**src/rtl/shift_right_seq_if.sv**
```systemverilog
// Start/ready handshake and result bus between the execute stage and the
// multicycle right shifter.
interface shift_right_seq_if;
    logic        start;
    logic [31:0] in;
    logic [4:0]  shamt;
    logic        arith;
    logic        ready;
    logic        busy;
    logic        done;
    logic [31:0] out;

    modport master (
        output start, in, shamt, arith,
        input  ready, busy, done, out
    );

    modport slave (
        input  start, in, shamt, arith,
        output ready, busy, done, out
    );
endinterface

```
**src/rtl/shift_right_seq.sv**
```systemverilog
// Multicycle 32-bit srl/sra: one power-of-two stage (16,8,4,2,1) per clock,
// result registered on the last stage and flagged by a one-cycle done pulse.
//
// state   | meaning
// IDLE    | ready for a new operand; start accepted here only
// SHIFT   | applying stage r_stg (0..4); out written on stage 4
// DONE    | done pulse; always returns to IDLE
module shift_right_seq (
    input  logic                    i_clock,
    input  logic                    i_reset_n,
    shift_right_seq_if.slave        bus
);

    localparam logic [1:0] S_IDLE  = 2'd0;
    localparam logic [1:0] S_SHIFT = 2'd1;
    localparam logic [1:0] S_DONE  = 2'd2;

    logic [1:0]  r_state;
    logic [31:0] r_data;
    logic [4:0]  r_amt;
    logic        r_fill;
    logic [2:0]  r_stg;
    logic [31:0] r_out;

    logic        w_active;
    logic [31:0] w_shifted;
    logic [31:0] w_stage;

    // Stage k shifts by 16>>k and is enabled by amount bit 4-k.
    always_comb begin
        w_active  = 1'b0;
        w_shifted = r_data;
        case (r_stg)
            3'd0: begin
                w_active  = r_amt[4];
                w_shifted = {{16{r_fill}}, r_data[31:16]};
            end
            3'd1: begin
                w_active  = r_amt[3];
                w_shifted = {{8{r_fill}}, r_data[31:8]};
            end
            3'd2: begin
                w_active  = r_amt[2];
                w_shifted = {{4{r_fill}}, r_data[31:4]};
            end
            3'd3: begin
                w_active  = r_amt[1];
                w_shifted = {{2{r_fill}}, r_data[31:2]};
            end
            3'd4: begin
                w_active  = r_amt[0];
                w_shifted = {r_fill, r_data[31:1]};
            end
            default: begin
                w_active  = 1'b0;
                w_shifted = r_data;
            end
        endcase
        w_stage = w_active ? w_shifted : r_data;
    end

    always_ff @(posedge i_clock or negedge i_reset_n) begin
        if (!i_reset_n) begin
            r_state <= S_IDLE;
            r_data  <= 32'h0;
            r_amt   <= 5'd0;
            r_fill  <= 1'b0;
            r_stg   <= 3'd0;
            r_out   <= 32'h0;
        end else begin
            case (r_state)
                S_IDLE: begin
                    if (bus.start) begin
                        r_data  <= bus.in;
                        r_amt   <= bus.shamt;
                        r_fill  <= bus.arith & bus.in[31];
                        r_stg   <= 3'd0;
                        r_state <= S_SHIFT;
                    end
                end
                S_SHIFT: begin
                    r_data <= w_stage;
                    r_stg  <= r_stg + 3'd1;
                    if (r_stg == 3'd4) begin
                        r_out   <= w_stage;
                        r_state <= S_DONE;
                    end
                end
                S_DONE: begin
                    r_state <= S_IDLE;
                end
                default: begin
                    r_state <= S_IDLE;
                end
            endcase
        end
    end

    // Status is decoded straight from state so reset takes effect immediately.
    assign bus.ready = (r_state == S_IDLE);
    assign bus.busy  = (r_state == S_SHIFT) || (r_state == S_DONE);
    assign bus.done  = (r_state == S_DONE);
    assign bus.out   = r_out;

endmodule

```
**src/flat_wrapper.sv**
```systemverilog
// flat-port wrapper written by rule: the top's interface ports become plain ports
module shift_right_seq_flat 
  (i_clock, i_reset_n, bus_start, bus_in, bus_shamt, bus_arith, bus_ready, bus_busy, bus_done, bus_out);
  shift_right_seq_if bus_i ();
  input  logic i_clock;
  input  logic i_reset_n;
  input wire logic [$bits(bus_i.start)-1:0] bus_start;
  input wire logic [$bits(bus_i.in)-1:0] bus_in;
  input wire logic [$bits(bus_i.shamt)-1:0] bus_shamt;
  input wire logic [$bits(bus_i.arith)-1:0] bus_arith;
  output wire logic [$bits(bus_i.ready)-1:0] bus_ready;
  output wire logic [$bits(bus_i.busy)-1:0] bus_busy;
  output wire logic [$bits(bus_i.done)-1:0] bus_done;
  output wire logic [$bits(bus_i.out)-1:0] bus_out;
  assign bus_i.start = bus_start;
  assign bus_i.in = bus_in;
  assign bus_i.shamt = bus_shamt;
  assign bus_i.arith = bus_arith;
  assign bus_ready = bus_i.ready;
  assign bus_busy = bus_i.busy;
  assign bus_done = bus_i.done;
  assign bus_out = bus_i.out;
  shift_right_seq u_core (.i_clock(i_clock), .i_reset_n(i_reset_n), .bus(bus_i));
endmodule
```
**config.mk**
```make
export PLATFORM = sky130hd
export DESIGN_NAME = shift_right_seq_flat
export DESIGN_NICKNAME = d
export VERILOG_FILES = /design/src/rtl/shift_right_seq_if.sv /design/src/rtl/shift_right_seq.sv /design/src/flat_wrapper.sv
export SDC_FILE = /design/constraint.sdc
export NUM_CORES = 1
export LEC_CHECK = 0
export ABC_AREA = 1
export CORE_ASPECT_RATIO = 1.2
export CORE_UTILIZATION = 25
export DETAILED_ROUTE_END_ITERATION = 7
export GPL_TIMING_DRIVEN = 0
export PLACE_DENSITY = 0.51
export SLEW_MARGIN = 20
export SYNTH_ARGS = -nofsm -noshare
export SYNTH_HDL_FRONTEND = slang
export SYNTH_SLANG_ARGS = --single-unit
```
**constraint.sdc**
```tcl
create_clock -name i_clock -period 3.9 [get_ports i_clock]
set_input_delay 0.78 -clock i_clock [delete_from_list [all_inputs] [get_ports i_clock]]
set_output_delay 0.78 -clock i_clock [all_outputs]
set_load 0.02 [all_outputs]
```
==> summary.txt <==
Run status
  • Status: complete, no violations

Die
  • Die H: 161 µm
  • Width of the die: 134 µm
  • Core area: 20400 µm²
  • Die area: 21500 µm²
  • Number of I/O pins: 76
  • Starting Density: 0.257
  • # rows: 57

Timing
  • Final setup vio count: 0
  • Worst-Margin Slew: 709 ps
  • Final Skew: 9.86 ps
  • Crit path time final: 2460 ps
  • RSZ-0062 raised after global routing: false
  • PnR worst setup slack: 1440 ps
  • Final period util: 0.630
  • Slew Limit Fails: 0
  • TNS Setup: 0 ps
  • Relative slew slack: 0.527
  • F_max: 0.407 GHz
  • Final Hold Vio Count: 0

GRT
  • Largest net degree at the start of global routing: 42
  • First-pass GRT wire length: 29000 µm
  • GRT Overall Usage: 0.174
  • Initial antenna violation count: 0
  • Congestion Overflow GR: 0
  • Vias in the first global route: 5428

Setup path
  • R2r worst-path depth: 13
  • Crit end category: primary output
  • CP max stage delay: 620 ps
  • Critical path fanouts, max: 4
  • Critical Path RT: 3120 ps
  • CP Launch Type: register
  • R2R setup slack: 1520 ps
  • R2r startpoint: u_core.r_stg[2]$_DFFE_PN0P_
  • Slowest-stage cell, CP: clkdlybuf4s50_1
  • Critical path arrival: 1680 ps
  • Worst-path cell chain: inv_1, ha_1, clkdlybuf4s50_1
  • Worst r2r dst: u_core.r_data[29]$_DFFE_PN0P_
  • Crit Path Class: register to primary output
  • CP startpoint: u_core.r_state[0]$_DFFE_PN0P_
  • Timing endpoint of the critical path: bus_ready

Routing
  • Post-DRT Antenna Nets: 0
  • Vias post-DR: 5501
  • Vias/cell: 4.47
  • Drt total wl: 17700 µm
  • DRC: 0
  • WL/cell: 14.4 µm
  • DRT Pass-1 Iters: 5
  • DRT iter0 DRCs: 334

Logic synthesis
  • Synth top area share: 0.358
  • Most frequent cell after synthesis: nand2_1
  • Synthesized flop and latch total: 75
  • Dominant cells by area after synthesis: dfrtp_1 (36%), nand2_1 (29%), nand3_1 (13%), nor2_1 (8.9%), inv_1 (4.7%)
  • Top cells by count, synth: nand2_1 (402), nand3_1 (131), nor2_1 (124), dfrtp_1 (75), inv_1 (65)
  • Mean Syn Cell Area: 5.99 µm²
  • Syn nets: 924
  • Ys Warns: 0
  • Top cell type by total area after synthesis: dfrtp_1
  • Gate Count Post-Synth: 875
  • Ys flop type: dfrtp_1
  • Unique masters post-synth: 19
  • Number of synthesized flops with an enable pin: 0
  • Seq/Total Area, Yosys: 0.358
  • Async S/R FF share, synth: 1.00
  • Synth Cell Area: 5240 µm²

Clock tree
  • Clk buf depth: 2
  • Worst-path clk slew: 60 ps
  • Worst-Skew Late Latency: 360 ps
  • Post-CTS Hold Buffers: 0
  • H-tree levels: 3
  • CTS tree: built
  • Sink Count: 75
  • Root Driver: clkbuf_16
  • TritonCTS Buffers: 9
  • Post CTS Setup Buffer Count: 0
  • Quantity of gates resized following cts: 0

Final layout
  • Layout filler cell count: 2304
  • Antenna fix cells: 0
  • Layout overhead on the synthesized area: 26.4%
  • Fin cells: 1232
  • Layout cells sized above 1: 0.0631
  • Final nets: 1011

Hold path
  • Hold Path Class: input port to async pin

Placement
  • Port Buf Inserts: 75
  • DP HPWL: 13000 µm
  • Placer Congestion: 0.901
  • Placed Instances: 1216
  • Setup slack at placement: 1270 ps

Run
  • Max Cap Viol: 0

Power and ir drop
  • Pwr dens: 902 nW/µm²
  • Leak: 3.61 nW
  • Max VDD drop: 373 µV
  • Pwr Total: 5.97 mW
## layout make-up
type / count / area [µm²] / share of cell area
Buffer: 50 / 251 / 0.0380
Clock inverter: 2 / 10.0 / 0.00151
Tap cell: 265 / 332 / 0.0501
Multi-Input combinational cell: 684 / 2860 / 0.433
Inverter: 66 / 248 / 0.0374
Timing Repair Buffer: 76 / 776 / 0.117
Sequential cell: 75 / 1880 / 0.283
Clock buffer: 14 / 264 / 0.0399
## worst min path at each step
| stage | endpoint | slack (ps) | depth (start not counted) |
|---|---|---|---|
| final | u_core.bus.out[27]$_DFFE_PN0P_ | 400 | 1 |
| after global routing | u_core.bus.out[27]$_DFFE_PN0P_ | 440 | 1 |
| after CTS | u_core.bus.out[27]$_DFFE_PN0P_ | 420 | 1 |
| after detailed placement | u_core.bus.out[22]$_DFFE_PN0P_ | 460 | 2 |
| after global placement | u_core.r_data[0]$_DFFE_PN0P_ | 460 | 2 |
| after floorplan | u_core.r_data[0]$_DFFE_PN0P_ | 450 | 2 |
## metal layers
layer / routed length (µm) / vias to the layer above / global-route usage
met5: 0 / - / 0
met4: 352 / 0 / 0.0766
met3: 872 / 21 / 0.0230
met2: 8070 / 137 / 0.281
met1: 8410 / 2493 / 0.232
li1: - / 2850 / -
## where the power goes
group | internal, mW | total [mW] | switching [mW]
Sequential | 1.11 | 1.55 | 0.441
Clock | 0.464 | 0.797 | 0.333
Combinational | 1.29 | 3.63 | 2.34
Total | 2.86 | 5.97 | 3.11
## critical path: cells and delay by family, from the launching register on
family,cells,cell delay (ps)
adder cells (fa/ha/maj),1,220
buffers and inverters,2,710
flip-flops,1,400
## registers in the layout (all words and copies together) (netlist names)
| name | flops |
|---|---|
| u_core.r_amt | 5 |
| u_core.r_state | 2 |
| u_core.r_stg | 3 |
| u_core.bus.out | 32 |
| u_core.r_fill | 1 |
| u_core.r_data | 32 |
## logic make-up after synthesis
group / count (synthesis) / share of synthesized area
and+or+nand+nor: 663 / 0.510
buffers and inverters: 116 / 0.0953
DFF: 75 / 0.358
AOI/OAI and AO/OA: 9 / 0.00883
adders and majority gates: 8 / 0.0191
muxes: 4 / 0.00860
## metrics by stage
step | area (µm²) | hold slack, ps | utilization
4_1_cts | 6620 | 417 | 0.325
3_3_place_gp | 6320 | 464 | 0.310
6_report | 6620 | 401 | 0.325
2_1_floorplan | 5240 | 450 | -
3_5_place_dp | 6350 | 465 | 0.311
5_1_grt | 6620 | 443 | 0.325
## layout by cell type (no fill, tap or decap), types with 9 or more instances in the layout
master and instances:
nand2_1 402, dfrtp_1 75, clkbuf_1 18, nor2_1 124, buf_2 26, clkdlybuf4s50_1 74, buf_4 9, inv_1 65
clkbuf_16 9, nand3_1 131
Power figures use the tool's default switching activity.
